## src/rtl/tuner_ctrl_arb_mc.sv

```systemverilog
// Shares one ring heater DAC and one power ADC between NUM_CH tuner engines.
// Each grant runs DAC write -> settle wait -> averaged power measurement -> response.
module tuner_ctrl_arb_mc #(
    parameter int DAC_WIDTH     = 8,
    parameter int ADC_WIDTH     = 8,
    parameter int NUM_CH        = 3,
    parameter int SETTLE_CYCLES = 4,
    parameter int AVG_LOG2      = 2
) (
    input  logic                          i_clk,
    input  logic                          i_rst_n,
    input  logic [ADC_WIDTH-1:0]          i_dig_ring_pwr,
    input  logic                          i_cfg_arb_rr,
    input  logic [NUM_CH-1:0]             i_cfg_ch_en,
    input  logic [NUM_CH-1:0]             i_req_val,
    input  logic [NUM_CH*DAC_WIDTH-1:0]   i_req_ring_tune,
    output logic [NUM_CH-1:0]             o_req_rdy,
    output logic [NUM_CH-1:0]             o_rsp_val,
    output logic [DAC_WIDTH-1:0]          o_rsp_ring_tune,
    output logic [ADC_WIDTH-1:0]          o_rsp_ring_pwr,
    output logic [DAC_WIDTH-1:0]          o_dig_afe_ring_tune,
    output logic                          o_afe_ring_tune_val,
    input  logic                          i_afe_ring_tune_rdy,
    output logic [$clog2(NUM_CH)-1:0]     o_grant_ch,
    output logic                          o_busy,
    output logic [2:0]                    o_state_mon
);
    localparam int GW      = $clog2(NUM_CH);
    localparam int ACC_W   = ADC_WIDTH + AVG_LOG2;
    localparam int NSAMP   = 2 ** AVG_LOG2;
    localparam int CNT_MAX = (SETTLE_CYCLES > NSAMP) ? SETTLE_CYCLES : NSAMP;
    localparam int CNT_W   = $clog2(CNT_MAX + 1);
    localparam logic [CNT_W-1:0] SETTLE_LAST = (SETTLE_CYCLES > 0) ? CNT_W'(SETTLE_CYCLES - 1) : '0;
    localparam logic [CNT_W-1:0] SAMPLE_LAST = CNT_W'(NSAMP - 1);

    typedef enum logic [2:0] {
        ST_IDLE   = 3'd0,
        ST_DRIVE  = 3'd1,
        ST_SETTLE = 3'd2,
        ST_SAMPLE = 3'd3,
        ST_RESP   = 3'd4
    } state_t;

    state_t             state_reg, state_next;
    logic [GW-1:0]      grant_reg, last_grant_reg;
    logic [DAC_WIDTH-1:0] tune_reg, rsp_tune_reg;
    logic [ADC_WIDTH-1:0] rsp_pwr_reg;
    logic [ACC_W-1:0]   acc_reg, acc_next;
    logic [CNT_W-1:0]   cnt_reg;

    logic [NUM_CH-1:0]  elig;
    logic               any_elig;
    logic               found_hi;
    logic [GW-1:0]      winner_lo, winner_hi, winner;
    logic [DAC_WIDTH-1:0] win_code;

    assign elig     = i_req_val & i_cfg_ch_en;
    assign any_elig = |elig;
    assign acc_next = acc_reg + ACC_W'(i_dig_ring_pwr);

    // Round robin = lowest eligible index above last_grant, else wrap to lowest overall.
    always_comb begin
        winner_lo = '0;
        winner_hi = '0;
        found_hi  = 1'b0;
        win_code  = '0;
        for (int j = NUM_CH - 1; j >= 0; j--) begin
            if (elig[j]) begin
                winner_lo = GW'(j);
                if (GW'(j) > last_grant_reg) begin
                    winner_hi = GW'(j);
                    found_hi  = 1'b1;
                end
            end
        end
        winner = (i_cfg_arb_rr && found_hi) ? winner_hi : winner_lo;
        for (int j = 0; j < NUM_CH; j++) begin
            if (winner == GW'(j)) win_code = i_req_ring_tune[j*DAC_WIDTH +: DAC_WIDTH];
        end
    end

    always_comb begin
        state_next = state_reg;
        case (state_reg)
            ST_IDLE:   if (any_elig) state_next = ST_DRIVE;
            ST_DRIVE:  if (i_afe_ring_tune_rdy) state_next = (SETTLE_CYCLES == 0) ? ST_SAMPLE : ST_SETTLE;
            ST_SETTLE: if (cnt_reg == SETTLE_LAST) state_next = ST_SAMPLE;
            ST_SAMPLE: if (cnt_reg == SAMPLE_LAST) state_next = ST_RESP;
            ST_RESP:   state_next = ST_IDLE;
            default:   state_next = ST_IDLE;
        endcase
    end

    always_ff @(posedge i_clk or negedge i_rst_n) begin
        if (!i_rst_n) begin
            state_reg      <= ST_IDLE;
            grant_reg      <= '0;
            last_grant_reg <= GW'(NUM_CH - 1);
            tune_reg       <= '0;
            rsp_tune_reg   <= '0;
            rsp_pwr_reg    <= '0;
            acc_reg        <= '0;
            cnt_reg        <= '0;
        end else begin
            state_reg <= state_next;
            case (state_reg)
                ST_IDLE: begin
                    if (any_elig) begin
                        tune_reg       <= win_code;
                        grant_reg      <= winner;
                        last_grant_reg <= winner;
                    end
                    cnt_reg <= '0;
                    acc_reg <= '0;
                end
                ST_SETTLE: cnt_reg <= (cnt_reg == SETTLE_LAST) ? '0 : cnt_reg + 1'b1;
                ST_SAMPLE: begin
                    if (cnt_reg == SAMPLE_LAST) begin
                        cnt_reg      <= '0;
                        acc_reg      <= '0;
                        rsp_tune_reg <= tune_reg;
                        rsp_pwr_reg  <= ADC_WIDTH'(acc_next >> AVG_LOG2);
                    end else begin
                        cnt_reg <= cnt_reg + 1'b1;
                        acc_reg <= acc_next;
                    end
                end
                default: cnt_reg <= '0;
            endcase
        end
    end

    // Reset gates the accept strobe so every output reads 0 while reset is held.
    for (genvar gi = 0; gi < NUM_CH; gi++) begin : g_ch
        assign o_req_rdy[gi] = i_rst_n && (state_reg == ST_IDLE) && any_elig && (winner == GW'(gi));
        assign o_rsp_val[gi] = (state_reg == ST_RESP) && (grant_reg == GW'(gi));
    end

    assign o_rsp_ring_tune     = rsp_tune_reg;
    assign o_rsp_ring_pwr      = rsp_pwr_reg;
    assign o_dig_afe_ring_tune = tune_reg;
    assign o_afe_ring_tune_val = (state_reg == ST_DRIVE);
    assign o_grant_ch          = grant_reg;
    assign o_busy              = (state_reg != ST_IDLE);
    assign o_state_mon         = state_reg;
endmodule

```

## config.mk

```make
export PLATFORM = sky130hd
export DESIGN_NAME = tuner_ctrl_arb_mc
export DESIGN_NICKNAME = d
export VERILOG_FILES = /design/src/rtl/tuner_ctrl_arb_mc.sv
export SDC_FILE = /design/constraint.sdc
export NUM_CORES = 1
export LEC_CHECK = 0
export BUFFER_PORTS_ARGS = -buffer_cell sky130_fd_sc_hd__buf_2
export CAP_MARGIN = 20
export CORE_ASPECT_RATIO = 0.6
export CORE_MARGIN = 3
export CORE_UTILIZATION = 30
export DETAILED_ROUTE_END_ITERATION = 12
export PLACE_DENSITY_LB_ADDON = 0.1
export SLEW_MARGIN = 40
export SYNTH_ARGS = -nofsm -noshare
export SYNTH_HDL_FRONTEND = slang
export SYNTH_SLANG_ARGS = --single-unit
export TNS_END_PERCENT = 20
```

## constraint.sdc

```tcl
create_clock -name i_clk -period 1.7 [get_ports i_clk]
set_input_delay 0.17 -clock i_clk [delete_from_list [all_inputs] [get_ports i_clk]]
set_output_delay 0.17 -clock i_clk [all_outputs]
set_load 0.1 [all_outputs]
```

==> Word level (Yosys, flattened, before mapping) <==
Index checks and enable logic that the tools add are counted.
{ "op_classes": {"add_sub_neg": 2, "magnitude_cmp": 3, "eq_ne": 13, "muxes": 28, "n_bitwise": 1, "reduce_logical": 19} }
{ "ops": {"columns": ["op", "count"], "rows": [
  ["$mux 8", 3],
  ["$mux 2", 10],
  ["$pmux 10 s2", 1],
  ["$mux 3", 6],
  ["$pmux 3 s4", 1],
  ["$add 10x8->10", 1],
  ["$mux 10", 1],
  ["$eq 3x2->1 const B", 3],
  ["$logic_and 1x1->1", 9],
  ["$mux 1", 6],
  ["$ne 2x2->1 const B", 3],
  ["$eq 2x1->1 const B", 2],
  ["$eq 2x2->1 const B", 2],
  ["$gt 1x2->1 const A", 2],
  ["$logic_not 2->1", 2],
  ["$reduce_and 2->1", 2],
  ["$reduce_and 4->1", 1],
  ["$add 3x1->3 const B", 1],
  ["$and 3x3->3", 1],
  ["$eq 3x1->1 const B", 1],
  ["$eq 3x3->1 const B", 1],
  ["$logic_not 3->1", 1],
  ["$reduce_bool 3->1", 1],
  ["$reduce_or 3->1", 1],
  ["4 further kinds", 4]
]} }
{ "word_totals": {"reg_bits": 44, "inputBits": 42, "elab_cells": 74} }

==> Longest topological paths before layout <==
{ "depth": {"ltp_word": 13, "depth_mapped": 9, "depth_no_buf": 8} }

==> Worst setup path before layout <==
No wires, ideal clock.
{ "synth_timing": {"kind": "reg-to-output", "startpoint": "register state_reg[0], in the netlist o_state_mon[0]", "endpoint": "output port o_rsp_val[2]", "arrival_ps": 3517, "slack_ps": -1987, "path_stages_with_launch": 5, "path_cell_list": "dfrtp_1 -> buf_2 -> nor2_1 -> nand2_1 -> nor3b_1"} }
{ "synth_between": {"elab_chain_cells": 2} }
{ "synth_rtl": {"columns": ["item", "line", "rtl"], "rows": [
  ["from (decl)", "44", "state_t state_reg, state_next;"],
  ["from (signal assigned)", "105", "state_reg <= state_next;"],
  ["$eq 3x3->1", "136", "assign o_rsp_val[gi] = (state_reg == ST_RESP) && (grant_reg == GW'(gi));"],
  ["$logic_and 1x1->1", "136", null],
  ["to (decl)", "18", "output logic [NUM_CH-1:0] o_rsp_val,"]
]} }
No other way between the ends.

==> Worst setup path after layout <==
{ "layout_timing": {"startpoint": "register state_reg[1], in the netlist o_state_mon[1]", "endpoint": "output port o_req_rdy[0]"} }
{ "layout_between": {"elab_chain_cells": 4} }
{ "layout_rtl": {"columns": ["item", "line", "rtl"], "rows": [
  ["$logic_not 3->1", "135", "assign o_req_rdy[gi] = i_rst_n && (state_reg == ST_IDLE) && any_elig && (winner == GW'(gi));"],
  ["$logic_and 1x1->1 (3 in a row)", "135", null],
  ["to (decl)", "17", "output logic [NUM_CH-1:0] o_req_rdy,"]
]} }
No other way between the ends.

==> qor.yml <==
antenna_found_initial: 0
clk_latency_ns: 0.28
via_per_inst: 4.68
rsz0062_at_grt: "true"
postPlaceCellArea_um2: 3060
fin_crit_ns: 2.05
setup_viol: 10
synth_nets: 288
fin_util_pct: 47.1
routed-wl-met3_um: 358
grt_pass1_wl_mm: 10.0
grt_pass1_vias: 1925
drt-initial-drc-count: 104
drtPass1Iterations: 4
hold_ws_ns: 0.0731
synth.yosys.seq_area_share_pct: 47.0
critPathKind: "register to output pin"
io_buffers: 78
met1_length_mm: 3.34
avgSynthCellArea_um2: 9.71
drive_above_1_share_pct: 43.7
die_w_um: 119
stdcell_area_um2: 3310
synthCells: 236
synth-edff-count: 0
worstPathCellList: "or3_4 > a31oi_4 > nand3b_1 > nor2b_4 > buf_12"
async_flop_share_pct: 100
r2r_start: "acc_reg[0]"
cts_tree: "done"
numCtsBuffers: 5
clk_pin_slew_worst_paths_ns: 0.06
ys_ff_latch: 43
reg2reg_depth: 8
netlist_area_um2: 2290
hold_viol_final: 0
start_util_pct: 32.6
max_freq_mhz: 487
slew_headroom_pct: 65.0
gp_congestion: 0.738
gr-total-overflow: 0
clock_path_buffers: 2
root_buffer: "clkbuf_16"
final_cell_mix: "71 x buf_2, 47 x nand2_1, 39 x dfrtp_1"
clock_sinks: 43
highest_layer: "met4"
ios: 79
grt_max_degree: 42
n_fill_cell: 703
cts_max_level: 2
dp_hpwl_mm: 4.65
fin_nets: 385
die_h_um: 73.7
cp_slowest_cell: "dfrtp_4"
yosys_warnings: 0
cap_violations: 0
largest_reg_flops: 10
layout_commonest_cell: "buf_2"
timing.final.crit_share_pct: 121
core_um2: 7020
worst_slew_pin_slew_ns: 0.525
crit_arrival_ns: 1.88
ff2ff_setup_slack_ns: -0.20
synth_top_flop_cell: "dfrtp_1"
outcome: "finished with violations"
cp_max_fo: 2
cp.depth: 5
max_stage_delay_ns: 0.47
wl_met2_mm: 2.47
crit_family: "simple AND/OR/NAND/NOR gates"
vias: 2032
ant_nets: 0
violations: "setup timing"
rows: 23
drt_wl_total_mm: 6.19
required_ns: 1.53
clock_skew_ns: 0.00687
start_kind: "register"
insertedDiodeCount: 0
drc_errors: 0
r2r_end: "o_rsp_ring_pwr[4]"
dieArea_um2: 8760
ys_types: 45
route.detailed.wl_per_inst_um: 14.3
track_usage_pct: 14.4
cp.buffers_inverters: 1
endpoint_kind: "output pin"
drv_slew: 0
hp-class: "input pin to async pin"
layout_setup_ws_ns: -0.355
area_growth_pct: 44.3
-- cell usage after synthesis, drive strengths merged, types with 2 or more instances --
cell type | count | area, µm²
buf | 10 | 70.1
nand2b | 3 | 26.3
xor2 | 3 | 26.3
nor3 | 2 | 10.0
inv | 8 | 30.0
nor3b | 5 | 37.5
a22o | 7 | 61.3
nand2 | 48 | 180
a222oi | 8 | 80.1
ha | 9 | 113
nor2 | 21 | 81.3
a21oi | 17 | 85.1
a31oi | 2 | 27.5
a211oi | 2 | 15.0
o22ai | 2 | 12.5
dfrtp | 42 | 1050
xnor2 | 5 | 43.8
or2 | 4 | 25.0
o21ai | 13 | 65.1
nor2b | 2 | 12.5
a21o | 3 | 22.5
mux2 | 6 | 67.6
-- logic make-up after synthesis --
| logic type | share of synthesized area (%) |
|---|---|
| simple gates | 18.2 |
| fa+ha+maj | 5.79 |
| xor+xnor | 3.06 |
| mux | 3.39 |
| flops | 47.0 |
| buf+inv | 4.37 |
| compound gates | 18.2 |
-- worst max-delay path by stage --
| stage | to | startpoint | slack, ns |
|---|---|---|---|
| 6_report | o_req_rdy[0] | o_state_mon[1] | -0.35 |
| 5_1_grt | o_req_rdy[0] | o_state_mon[1] | -0.40 |
| 3_3_place_gp | o_rsp_ring_pwr[4] | acc_reg[0] | -0.19 |
| 4_1_cts | o_req_rdy[0] | o_state_mon[1] | -0.36 |
| 3_5_place_dp | o_rsp_ring_pwr[4] | acc_reg[0] | -0.25 |
| 2_1_floorplan | o_req_rdy[0] | o_state_mon[0] | -0.74 |
-- final cells by class --
class	count	area (µm²)	share of cell area, %
Tap cell	100	125	3.78
Inverter	8	30.0	0.908
Multi-Input combinational cell	175	1280	38.6
Timing Repair Buffer	100	651	19.7
Sequential cell	43	1090	32.8
Clock inverter	1	5.00	0.151
Clock buffer	7	133	4.01
-- metal layers --
metal  global-route usage, %  up-vias
met2                    19.5       50
met5                       0        -
met1                    22.7      956
met4                    2.31        0
li1                        -     1022
met3                    3.69        4
-- per-stage QoR --
| stage | instances | TNS, ns | setup WS, ns |
|---|---|---|---|
| after floorplan | 236 | -7.26 | -0.740 |
| after global placement | 425 | -1.13 | -0.187 |
| after detailed placement | 425 | -1.31 | -0.247 |
| after CTS | 434 | -1.65 | -0.364 |
| after global routing | 434 | -2.96 | -0.405 |
| final | 434 | -1.43 | -0.355 |
-- timing repair --
action / CTS / global route
pin swaps: 10 / 5
hold buffers: 1 / 0
setup buffers: 0 / 0
gates cloned: 0 / 0
endpoints found under the hold margin: 2 / 0
endpoints found under the setup margin: 24 / 27
resized for setup: 14 / 10
Power is left out: the tool's default activity adds up to more than one toggle a clock period on the data nets, which glitch-free logic cannot reach.
